File: src/rtl/seq_alu.sv
// seq_alu: clocked add/sub/mult/div/mod unit with a start/busy/done handshake.
//
// A request is accepted when start=1 while the unit is idle. The command and
// both operands are captured at that edge. GND, ADD, SUB, illegal opcodes and
// division by zero finish in one cycle. MULT, DIV and MOD run WIDTH
// iterations of a shift-add multiplier or a restoring divider.
//
// Ports:
//   clk      rising-edge clock
//   rst_n    asynchronous active-low reset
//   start    request strobe, sampled only while idle
//   command  opcode: 0 GND, 1 ADD, 2 SUB, 3 MULT, 4 DIV, 5 MOD, 6-15 illegal
//   inputA   operand A (WIDTH bits)
//   inputB   operand B (WIDTH bits)
//   busy     high while an operation is in flight (CALC and DONE)
//   done     one-cycle pulse; result and error are valid
//   result   2*WIDTH-bit registered result, held until the next completion
//   error    registered error flag, held with result
module seq_alu #(
    parameter int WIDTH = 16
) (
    input  logic               clk,
    input  logic               rst_n,
    input  logic               start,
    input  logic [3:0]         command,
    input  logic [WIDTH-1:0]   inputA,
    input  logic [WIDTH-1:0]   inputB,
    output logic               busy,
    output logic               done,
    output logic [2*WIDTH-1:0] result,
    output logic               error
);

    localparam int CW = $clog2(WIDTH + 1);

    typedef enum logic [1:0] {
        IDLE,
        CALC,
        DONE
    } state_t;

    typedef enum logic [3:0] {
        OP_GND  = 4'd0,
        OP_ADD  = 4'd1,
        OP_SUB  = 4'd2,
        OP_MULT = 4'd3,
        OP_DIV  = 4'd4,
        OP_MOD  = 4'd5
    } op_t;

    state_t state, state_nxt;

    logic [3:0]         op_q;
    logic [CW-1:0]      cnt;
    logic [2*WIDTH-1:0] acc;
    logic [2*WIDTH-1:0] mcand;
    logic [WIDTH-1:0]   mplier;
    logic [WIDTH:0]     rem;
    logic [WIDTH-1:0]   quo;
    logic [WIDTH-1:0]   divisor;

    logic accept;
    logic is_long;
    logic last_iter;

    logic [2*WIDTH-1:0] fast_result;
    logic               fast_error;
    logic [WIDTH-1:0]   sum;
    logic [WIDTH-1:0]   diff_w;

    logic [2*WIDTH-1:0] acc_nxt;
    logic [WIDTH:0]     rem_sh;
    logic [WIDTH:0]     trial;
    logic [WIDTH:0]     rem_nxt;
    logic [WIDTH-1:0]   quo_nxt;

    assign accept    = start && (state == IDLE);
    assign last_iter = (state == CALC) && (cnt == CW'(WIDTH - 1));

    // Division by zero is resolved immediately instead of entering CALC.
    always_comb begin
        is_long = 1'b0;
        case (command)
            OP_MULT:        is_long = 1'b1;
            OP_DIV, OP_MOD: is_long = (inputB != '0);
            default:        is_long = 1'b0;
        endcase
    end

    // Single-cycle results, computed straight from the inputs at acceptance.
    always_comb begin
        sum         = inputA + inputB;
        diff_w      = inputA - inputB;
        fast_result = '0;
        fast_error  = 1'b0;
        case (command)
            OP_GND: begin
                fast_result = '0;
                fast_error  = 1'b0;
            end
            OP_ADD: begin
                fast_result = {{WIDTH{sum[WIDTH-1]}}, sum};
                fast_error  = (inputA[WIDTH-1] == inputB[WIDTH-1]) &&
                              (sum[WIDTH-1] != inputA[WIDTH-1]);
            end
            OP_SUB: begin
                fast_result = {{WIDTH{diff_w[WIDTH-1]}}, diff_w};
                fast_error  = (inputA[WIDTH-1] != inputB[WIDTH-1]) &&
                              (diff_w[WIDTH-1] != inputA[WIDTH-1]);
            end
            default: begin
                // Illegal opcodes and DIV/MOD by zero.
                fast_result = '0;
                fast_error  = 1'b1;
            end
        endcase
    end

    // One iteration of each datapath. The final iteration's next values feed
    // the result register directly so done follows the WIDTH-th iteration.
    always_comb begin
        acc_nxt = mplier[0] ? (acc + mcand) : acc;
        rem_sh  = {rem[WIDTH-1:0], quo[WIDTH-1]};
        trial   = rem_sh - {1'b0, divisor};
        // trial[WIDTH] set means the subtraction borrowed: restore.
        rem_nxt = trial[WIDTH] ? rem_sh : trial;
        quo_nxt = {quo[WIDTH-2:0], ~trial[WIDTH]};
    end

    always_ff @(posedge clk or negedge rst_n) begin
        if (!rst_n) begin
            state <= IDLE;
        end else begin
            state <= state_nxt;
        end
    end

    always_comb begin
        state_nxt = state;
        busy      = 1'b0;
        done      = 1'b0;
        case (state)
            IDLE: begin
                if (accept) begin
                    state_nxt = is_long ? CALC : DONE;
                end
            end
            CALC: begin
                busy = 1'b1;
                if (last_iter) begin
                    state_nxt = DONE;
                end
            end
            DONE: begin
                busy      = 1'b1;
                done      = 1'b1;
                state_nxt = IDLE;
            end
            default: begin
                state_nxt = IDLE;
            end
        endcase
    end

    always_ff @(posedge clk or negedge rst_n) begin
        if (!rst_n) begin
            op_q    <= '0;
            cnt     <= '0;
            acc     <= '0;
            mcand   <= '0;
            mplier  <= '0;
            rem     <= '0;
            quo     <= '0;
            divisor <= '0;
            result  <= '0;
            error   <= 1'b0;
        end else if (accept) begin
            op_q    <= command;
            cnt     <= '0;
            acc     <= '0;
            mcand   <= {{WIDTH{1'b0}}, inputA};
            mplier  <= inputB;
            rem     <= '0;
            quo     <= inputA;
            divisor <= inputB;
            if (!is_long) begin
                result <= fast_result;
                error  <= fast_error;
            end
        end else if (state == CALC) begin
            cnt    <= cnt + CW'(1);
            acc    <= acc_nxt;
            mcand  <= mcand << 1;
            mplier <= mplier >> 1;
            rem    <= rem_nxt;
            quo    <= quo_nxt;
            if (last_iter) begin
                error <= 1'b0;
                case (op_q)
                    OP_MULT: result <= acc_nxt;
                    OP_DIV:  result <= {{WIDTH{1'b0}}, quo_nxt};
                    default: result <= {{WIDTH{1'b0}}, rem_nxt[WIDTH-1:0]};
                endcase
            end
        end
    end

endmodule

File: config.mk
export PLATFORM = sky130hd
export DESIGN_NAME = seq_alu
export DESIGN_NICKNAME = d
export VERILOG_FILES = /design/src/rtl/seq_alu.sv
export SDC_FILE = /design/constraint.sdc
export NUM_CORES = 1
export LEC_CHECK = 0
export CORE_AREA = 4 4 136 269
export DETAILED_ROUTE_END_ITERATION = 8
export DIE_AREA = 0 0 140 273
export GPL_TIMING_DRIVEN = 0
export PLACE_DENSITY_LB_ADDON = 0.15
export SLEW_MARGIN = 20
export SYNTH_ARGS = -nofsm -noshare
export SYNTH_HDL_FRONTEND = slang
export SYNTH_SLANG_ARGS = --single-unit
File: constraint.sdc
create_clock -name clk -period 3.6 [get_ports clk]
set_clock_uncertainty 0.2 [all_clocks]
set_input_delay 0.54 -clock clk [delete_from_list [all_inputs] [get_ports clk]]
set_output_delay 0.54 -clock clk [all_outputs]
set_load 0.005 [all_outputs]
==> run metrics, run 1 <==
chip height=273 µm; Yosys Warn Count=0; initial antenna violation count=0; all-layer global routing usage=0.241; Critical-path top delay cell=dfrtp_1; nets=1581; TritonCTS buffer count=17; Relative slew margins=0.368; Async S/R FF share, synth=1.00; DRT iter0 DRCs=803; Hold Crit Start=result[31]; layout cells sized above 1=0.0830; CP Capture Type=flop; Rows=96; leakage power=6.16 nW; max incr delay on CP=0.41 ns; period utilization=0.982; largest net degree at the start of global routing=89; setup violators final=0; fin util=0.417; GRT overflow=0; root buf cell=clkbuf_16; Post-synth EDFFs=0; Hold Path Stages=2; Setup WS post-layout=0.0638 ns; CTS tree=done; cell count after synthesis=1352; Pre-antenna DRT Iters=5; reg2reg end=result[1]; Mapped Nets=1477; status=finished clean; worst flop-to-flop path startpoint=quo[15]; die area=38200 µm²; worst skew pair latency=0.46 ns; Post-DP HPWL=36600 µm; antenna fix cells=0; I/O pins=74; WS Path Type=reg2reg; IR drop worst, VDD=0.432 mV; DRC Markers=0; power density cells=792 nW/µm²; worst r2r path cells=13; Worst path depth=13; Critical Path RT=3.78 ns; worst-margin pin slew=0.944 ns; CTS H-Tree Depth=4; Synth Flop Type=dfrtp_1; delay-heaviest family, CP=compound AO/OA/AOI/OAI gates; maximum clock path buffer count=2; Clock Pin Slew Worst Setup and Hold Paths=0.08 ns; RSZ-0062 raised after global routing=yes; final number of hold-violating endpoints=0; crit path launch type=flop; Vias/cell=5.78; Wirelength per Cell=24.4 µm; most frequent cells in the layout=dfrtp_1, nor2_1, a21oi_1; crit path max fanout=5; Cell variety after synth=73; post-route ant nets=0; Area Growth Syn to Fin=20.1%; critical path arrival=3.72 ns; CTS sink cnt=172; commonest non-fill, non-tap cell in the layout=dfrtp_1; post-route minimum period=3.54 ns; count of input and output buffers=73; Slew Viols, Final=0; final WL=46500 µm; core area=34400 µm²; GP Congestion=0.943; Die X=140 µm; Avg Inst Size Synth=8.82 µm²; max-cap viol count=0; Fill cells=3479; dpl ws=-1.22 ns; CP Cell Sequence=inv_1, ha_2, fa_2, nor2b_2, o31a_1, o311ai_4, nand3_2, a221oi_4, xnor2_2, buf_6, mux2i_2, a221oi_1, a211oi_2; worst hold path type=reg2reg; total number of vias=11000; fmax=283 MHz; #FFs+latches synth=172; r2r setup slk=0.06 ns; Starting Density=0.347; Post-Syn Area=11900 µm²; vias in the first global route=11200; Worst Hold End=result[31]; first-pass GRT wire length=69600 µm; post-synthesis sequential area ratio=0.361; CP bufs+invs=2
-- logic make-up after synthesis --
kind of cell,Yosys count,synth area share
multiplexers,98,0.0833
adder cells (fa/ha/maj),86,0.0927
buffers and inverters,133,0.0426
AO/OA/AOI/OAI,438,0.241
XOR/XNOR,44,0.0323
flip-flops,172,0.361
AND/OR/NAND/NOR,381,0.147
-- routing by layer --
layer / global-route usage / up-vias / wire [µm]
met5: 0 / - / 0
met4: 0.179 / 0 / 4200
met3: 0.0285 / 132 / 1720
met2: 0.447 / 368 / 24400
met1: 0.244 / 5396 / 16200
li1: - / 5138 / -
-- registers in the layout, summed over array words and instances, names as in the netlist, 4 cells and up --
register / cells
divisor: 16
quo: 16
cnt: 5
rem: 16
op_q: 4
result: 32
mcand: 32
mplier: 16
acc: 32
-- through the flow --
stage / TNS, ns / std cells / hold slack (ns) / area [µm²] / total power [mW]
floorplan: 0 / 1352 / 0.0444 / 11900 / 6.49
global placement: -1029.98 / 1866 / 0.269 / 13200 / 8.52
detailed placement: -26.54 / 1869 / 0.283 / 13300 / 8.59
CTS: -0.110 / 1907 / 0.307 / 14100 / 11.0
global route: -0.218 / 1910 / 0.327 / 14300 / 12.0
finish: 0 / 1910 / 0.302 / 14300 / 11.3
-- how the worst max path moves through the flow --
stage / start / to / slack, ns
after floorplan: inputA[0] / result[14] / 0.52
after global placement: rst_n / mcand[13] / -5.87
after detailed placement: inputB[3] / result[16] / -1.22
after CTS: quo[15] / result[10] / -0.03
after global routing: quo[15] / result[10] / -0.04
final: quo[15] / result[1] / 0.06
-- area by class of cell --
class | count | area [µm²] | area share
multi-input cells | 1047 | 7420 | 0.518
well taps | 441 | 552 | 0.0385
repair buffers | 89 | 906 | 0.0633
clock buffers | 17 | 425 | 0.0297
flip-flops and latches | 172 | 4300 | 0.301
inverters | 57 | 214 | 0.0149
clock inverters | 15 | 195 | 0.0136
plain buffers | 72 | 298 | 0.0208
-- worst register-to-register path, cell delays in order (launching register included) --
cell and delay, ns:
dfrtp_1 0.41, inv_1 0.07, ha_2 0.20, fa_2 0.23, nor2b_2 0.05, o31a_1 0.35, o311ai_4 0.29, nand3_2 0.14
a221oi_4 0.37, xnor2_2 0.21, buf_6 0.24, mux2i_2 0.32, a221oi_1 0.17, a211oi_2 0.22
-- synth_stat cells (all sizes together), types with 6 or more instances --
library cell,instances,share of area
nand4,9,0.0047
o22a,10,0.0073
nand3,22,0.0092
ha,82,0.086
nand2b,16,0.0084
and2,9,0.0047
a221oi,10,0.0079
mux2i,94,0.079
xor2,13,0.0095
o31ai,8,0.0050
buf,17,0.0061
o221a,6,0.0057
nor2b,12,0.0063
clkbuf,59,0.019
xnor2,31,0.023
a22oi,6,0.0038
nor2,141,0.044
o211ai,13,0.0082
nor3,19,0.0080
a21o,33,0.021
o221ai,9,0.0066
a31oi,9,0.0047
o21ai,94,0.039
and3,14,0.0073
nand3b,7,0.0044
a21oi,135,0.057
o2111ai,6,0.0044
inv,56,0.018
nand2,107,0.034
a211oi,29,0.019
o21a,13,0.0082
dfrtp,172,0.36
-- power by group --
part	switching (mW)	internal [mW]
clock network	0.989	1.01
logic	3.62	2.56
registers	0.581	2.58
-- timing repair --
item / CTS / global route
pin swaps: 9 / 13
hold buffers: 1 / 0
resized for setup: 49 / 35
setup buffers: 5 / 6
cloned: 1 / 0
setup endpoints to repair: 44 / 39
hold endpoints to repair: 87 / 0
(Power assumes the default switching activity.)
==> run 2: changes to the inputs <==
--- a/config.mk
+++ b/config.mk
@@ -9,8 +9,10 @@
 export DETAILED_ROUTE_END_ITERATION = 8
 export DIE_AREA = 0 0 140 273
 export GPL_TIMING_DRIVEN = 0
+export HOLD_SLACK_MARGIN = 0.1
 export PLACE_DENSITY_LB_ADDON = 0.15
 export SLEW_MARGIN = 20
 export SYNTH_ARGS = -nofsm -noshare
 export SYNTH_HDL_FRONTEND = slang
 export SYNTH_SLANG_ARGS = --single-unit
+export TNS_END_PERCENT = 20
==> run 2 against run 1 <==
  * Clock-buffer cell count did not move
  * Sequential share of layout area rose by 0.12 points
  * Final cell count fell by 0.21%
  * Total power fell by 0.86%
  * Largest power group unchanged
  * Highest routed layer unchanged
  * First-iteration DRC count fell by 13%
  * Combinational power fell by 2%
  * Via count fell by 0.33%
  * Utilization fell by 0.16 points
  * Sequential cell count did not move
  * Non-clock buffer count fell by 4
==> run metrics, run 2 (synthesized netlist as in run 1, its figures left out) <==
chip height=273 µm (unchanged); max-cap viol count=0 (unchanged); most frequent cells in the layout=dfrtp_1, nor2_1, a21oi_1 (unchanged); DRC Markers=0 (unchanged); TNS Setup=0 ns (unchanged); fmax=279 MHz (was 283 MHz); period utilization=0.997 (was 0.982); worst flop-to-flop path startpoint=quo[15] (unchanged); count of input and output buffers=73 (unchanged); delay-heaviest family, CP=compound AO/OA/AOI/OAI gates (unchanged); Vias/cell=5.77 (was 5.78); final number of hold-violating endpoints=0 (unchanged); CTS sink cnt=172 (unchanged); CP bufs+invs=2 (unchanged); CTS H-Tree Depth=4 (unchanged); Hold Crit Start=result[31] (unchanged); Starting Density=0.347 (unchanged); nets=1577 (was 1581); vias in the first global route=11200 (about the same); Area Growth Syn to Fin=19.6% (was 20.1%); setup violators final=0 (unchanged); core area=34400 µm² (unchanged); Critical Path RT=3.81 ns (was 3.78 ns); Die X=140 µm (unchanged); leakage power=6.13 nW (was 6.16 nW); Wirelength per Cell=24.3 µm (was 24.4 µm); top flop regs=acc (32), mcand (32), result (32) (unchanged); worst-margin pin slew=0.955 ns (was 0.944 ns); final WL=46400 µm (was 46500 µm); CP Capture Type=flop (unchanged); Rows=96 (unchanged); all-layer global routing usage=0.241 (about the same); GP Congestion=0.943 (unchanged); root buf cell=clkbuf_16 (unchanged); Pre-antenna DRT Iters=5 (unchanged); crit path max fanout=10 (was 5); critical path arrival=3.80 ns (was 3.72 ns); Total Power=11.2 mW (was 11.3 mW); maximum clock path buffer count=2 (unchanged); Clock Pin Slew Worst Setup and Hold Paths=0.08 ns (about the same); RSZ-0062 raised after global routing=yes (unchanged); Slew Viols, Final=0 (unchanged); largest net degree at the start of global routing=89 (unchanged); Post-DP HPWL=36600 µm (unchanged); max incr delay on CP=0.44 ns (was 0.41 ns); status=finished clean (unchanged); CP Cell Sequence=inv_1, ha_2, fa_2, nor2b_2, o31a_1, o311ai_4, nand3_2, a221oi_4, xnor2_2, buf_4, nand3b_1, a21oi_2, o221a_2 (was inv_1, ha_2, fa_2, nor2b_2, o31a_1, o311ai_4, nand3_2, a221oi_4, xnor2_2, buf_6, mux2i_2, a221oi_1, a211oi_2); Critical Path Start=quo[15] (unchanged); GRT overflow=0 (unchanged); IR drop worst, VDD=0.433 mV (was 0.432 mV); commonest non-fill, non-tap cell in the layout=dfrtp_1 (unchanged); initial antenna violation count=0 (unchanged); Relative slew margins=0.361 (was 0.368); antenna fix cells=0 (unchanged); total number of vias=11000 (about the same); Critical-path top delay cell=dfrtp_1 (unchanged); die area=38200 µm² (unchanged); worst skew pair latency=0.46 ns (about the same); post-route minimum period=3.59 ns (was 3.54 ns); crit path launch type=flop (unchanged); CTS tree=done (unchanged); layout cells sized above 1=0.0785 (was 0.0830); TritonCTS buffer count=17 (unchanged); WS Path Type=reg2reg (unchanged); power density cells=789 nW/µm² (was 792 nW/µm²); worst hold path type=reg2reg (unchanged); post-route ant nets=0 (unchanged); first-pass GRT wire length=69500 µm (was 69600 µm); I/O pins=74 (unchanged); DRT iter0 DRCs=696 (was 803)
-- run 2: final cells by class --
type / instances / area [µm²]
plain buffers: 72 / 294
clock buffers: 17 / 425
clock inverters: 15 / 195
fillers: 3479 / 20100
inverters: 57 / 214
multi-input cells: 1047 / 7400
flip-flops and latches: 172 / 4300
well taps: 441 / 552
repair buffers: 85 / 876
-- run 2: per-layer routing --
metal  up-vias  track usage  routed length [µm]
met5         -            0                   0
met1      5382        0.242               16200
met3       132       0.0308                1630
met4         0        0.179                4100
li1       5131            -                   -
met2       353        0.445               24400
-- run 2: path summary, 6_finish.rpt --
check,end,slack [ns],depth (start not counted)
worst max register to register,result[7],0.01,13
worst max-delay path,result[7],0.01,13
min in group asynchronous,mcand[27],0.46,2
worst min register to register,result[31],0.30,2
max in group asynchronous,mcand[14],1.77,3
worst min-delay path,result[31],0.30,2
-- run 2: per-stage QoR --
step	instances	hold WS [ns]	util	area [µm²]	setup slack [ns]
2_1_floorplan	1352	0.0444	-	11900	0.525
3_3_place_gp	1866	0.269	0.384	13200	-5.87
3_5_place_dp	1869	0.283	0.386	13300	-1.22
4_1_cts	1902	0.307	0.409	14100	-0.0520
5_1_grt	1906	0.327	0.415	14300	-0.0886
6_report	1906	0.300	0.415	14300	0.0117
-- run 2: worst reg2reg max path: cells and delay by family (launching register included) --
family,cells,cell delay [ns]
simple gates,3,0.42
flops,1,0.44
compound gates,5,1.52
xor+xnor,1,0.20
fa+ha+maj,2,0.41
buf+inv,2,0.34
-- run 2: repair_timing --
item                                    in CTS  in global routing
endpoints found under the setup margin      44                 41
hold buffers                                 1                  0
setup buffers                                0                  7
hold endpoints to repair                    87                  0
cloned                                       1                  0
resized for setup                           45                 34
pin swaps                                    4                  9
-- run 2: where the power goes --
part           switching, mW  internal [mW]  total [mW]
logic                   3.57           2.51        6.08
clock network          0.992           1.01        2.00
registers              0.584           2.58        3.17
total                   5.15           6.10        11.2
==> run 3: changes to the inputs <==
--- a/config.mk
+++ b/config.mk
@@ -5,6 +5,7 @@
 export SDC_FILE = /design/constraint.sdc
 export NUM_CORES = 1
 export LEC_CHECK = 0
+export CAP_MARGIN = 40
 export CORE_AREA = 4 4 136 269
 export DETAILED_ROUTE_END_ITERATION = 8
 export DIE_AREA = 0 0 140 273
==> run 3 against run 2 <==
  * Utilization grew 0.066 points
  * Setup slack got worse by 0.045 ns
  * The flow now finishes with violations (negative setup slack)
  * Maximum frequency fell by 1.2%
  * Clock-buffer cell count stayed put
  * Final cell count rose by 0.63%
  * Global-route usage is 0.060 points lower
  * Cell area increased by 0.16%
==> run metrics, run 3 (synthesized netlist as in run 1, its figures left out) <==
DRC Markers=0 (unchanged); all-layer global routing usage=0.240 (was 0.241); CP Capture Type=flop (unchanged); Area Growth Syn to Fin=19.8% (was 19.6%); GRT overflow=0 (unchanged); count of input and output buffers=73 (unchanged); DRT iter0 DRCs=752 (was 696); layout cells sized above 1=0.0799 (was 0.0785); Total Power=11.1 mW (was 11.2 mW); vias in the first global route=11200 (about the same); total number of vias=11000 (about the same); status=finished with violations (was finished clean); top flop regs=acc (32), mcand (32), result (32) (unchanged); Placed Instances=1874 (was 1869); worst-margin pin slew=0.848 ns (was 0.955 ns); Switching Share=0.459 (was 0.458); maximum clock path buffer count=2 (unchanged); Pre-antenna DRT Iters=5 (unchanged); power density cells=780 nW/µm² (was 789 nW/µm²); Setup WS post-layout=-0.0330 ns (was 0.0117 ns); Post-DP HPWL=36700 µm (was 36600 µm); CTS H-Tree Depth=4 (unchanged); WS Path Type=reg2reg (unchanged); die area=38200 µm² (unchanged); fmax=275 MHz (was 279 MHz); worst hold slack=0.300 ns (about the same); fin cells=1918 (was 1906); crit path launch type=flop (unchanged); post-route minimum period=3.63 ns (was 3.59 ns); crit path max fanout=5 (was 10); most frequent cells in the layout=dfrtp_1, nor2_1, a21oi_1 (unchanged); clock share of power=0.172 (was 0.178); max-cap viol count=0 (unchanged); core area=34400 µm² (unchanged); TNS Setup=-0.0625 ns (was 0 ns); Relative slew margins=0.435 (was 0.361); Critical Path RT=3.79 ns (was 3.81 ns); Cell Int Power=6.02 mW (was 6.10 mW); final number of hold-violating endpoints=0 (unchanged); Die X=140 µm (unchanged); first-pass GRT wire length=69200 µm (was 69500 µm); Starting Density=0.347 (unchanged); antenna fix cells=0 (unchanged); commonest non-fill, non-tap cell in the layout=dfrtp_1 (unchanged); Rows=96 (unchanged); Switch Pwr=5.11 mW (was 5.15 mW); chip height=273 µm (unchanged); CTS sink cnt=172 (unchanged); leakage power=6.14 nW (was 6.13 nW); I/O pins=74 (unchanged); Clock Pin Slew Worst Setup and Hold Paths=0.08 ns (about the same); Post-Place Cell Area=13300 µm² (about the same); RSZ-0062 raised after global routing=yes (unchanged); fin util=0.416 (was 0.415); failing checks=negative setup slack; Slew Viols, Final=0 (unchanged); Wirelength per Cell=24.3 µm (about the same); Seq pwr share=0.284 (was 0.282); nets=1589 (was 1577); CTS tree=done (unchanged); initial antenna violation count=0 (unchanged); GP Congestion=0.943 (unchanged); setup violators final=5 (was 0); largest net degree at the start of global routing=89 (unchanged); worst hold path type=reg2reg (unchanged); IR drop worst, VDD=0.401 mV (was 0.433 mV); Fill cells=3471 (was 3479); final WL=46500 µm (was 46400 µm); post-route ant nets=0 (unchanged); root buf cell=clkbuf_16 (unchanged); critical path arrival=3.83 ns (was 3.80 ns); TritonCTS buffer count=17 (unchanged); Finished Cell Area=14300 µm² (about the same); dpl ws=-1.19 ns (was -1.22 ns); Vias/cell=5.76 (was 5.77); period utilization=1.01 (was 0.997); Logic pwr share=0.543 (was 0.540); worst skew pair latency=0.46 ns (about the same)
[run 3: cell count changes in the layout (fill, tap and decap cells not counted), moves of 3 or more]
cell and change:
buf_4 +4, buf_6 +6, clkbuf_1 +3, inv_6 -4
[run 3: worst paths after layout]
path,start,endpoint,slack (ns),cells past startpoint
max in group asynchronous,rst_n,mcand[12],1.76,3
hold / removal,result[31],result[31],0.30,2
hold reg to reg,result[31],result[31],0.30,2
setup / recovery,quo[15],result[7],-0.03,12
setup reg to reg,quo[15],result[7],-0.03,12
min in group asynchronous,rst_n,result[26],0.47,2
[run 3: power groups by stage]
| stage | Sequential, mW | Clock (mW) | Combinational (mW) |
|---|---|---|---|
| final | 3.17 | 1.92 | 6.05 |
| after global placement | 3.17 | 0 | 5.35 |
| after global routing | 3.23 | 2.02 | 6.55 |
| after CTS | 3.15 | 1.95 | 5.76 |
| after detailed placement | 3.17 | 0 | 5.44 |
| after floorplan | 2.96 | 0 | 3.53 |
[run 3: metal layers]
layer / routed length [µm] / up-vias / global-route usage
met1: 16100 / 5379 / 0.243
met3: 1840 / 117 / 0.0305
met2: 25100 / 395 / 0.451
li1: - / 5157 / -
met5: 0 / - / 0
met4: 3460 / 0 / 0.161
[run 3: critical path: stages, from the launching register on]
cell and delay, ns:
dfrtp_1 0.42, inv_1 0.08, ha_2 0.19, fa_2 0.22, nor2b_2 0.05, o31a_1 0.32, o311ai_2 0.30, nand3_1 0.18
a221oi_4 0.40, xor2_1 0.43, nand2_1 0.25, a21oi_2 0.29, o221a_2 0.22
[run 3: cell type report]
type / count / area [µm²] / share of cell area
Buffer: 74 / 297 / 0.0208
Clock buffer: 17 / 425 / 0.0298
Clock inverter: 15 / 174 / 0.0122
Inverter: 57 / 214 / 0.0150
Multi-Input combinational cell: 1047 / 7370 / 0.516
Sequential cell: 172 / 4300 / 0.301
Tap cell: 441 / 552 / 0.0386
Timing Repair Buffer: 95 / 950 / 0.0665
[run 3: timing repair]
action,CTS,global route
hold endpoints to repair,87,0
endpoints found under the setup margin,41,40
cloned,1,1
resized for setup,39,28
buffers inserted,1,8
hold buffers,1,0
pin swaps,4,7
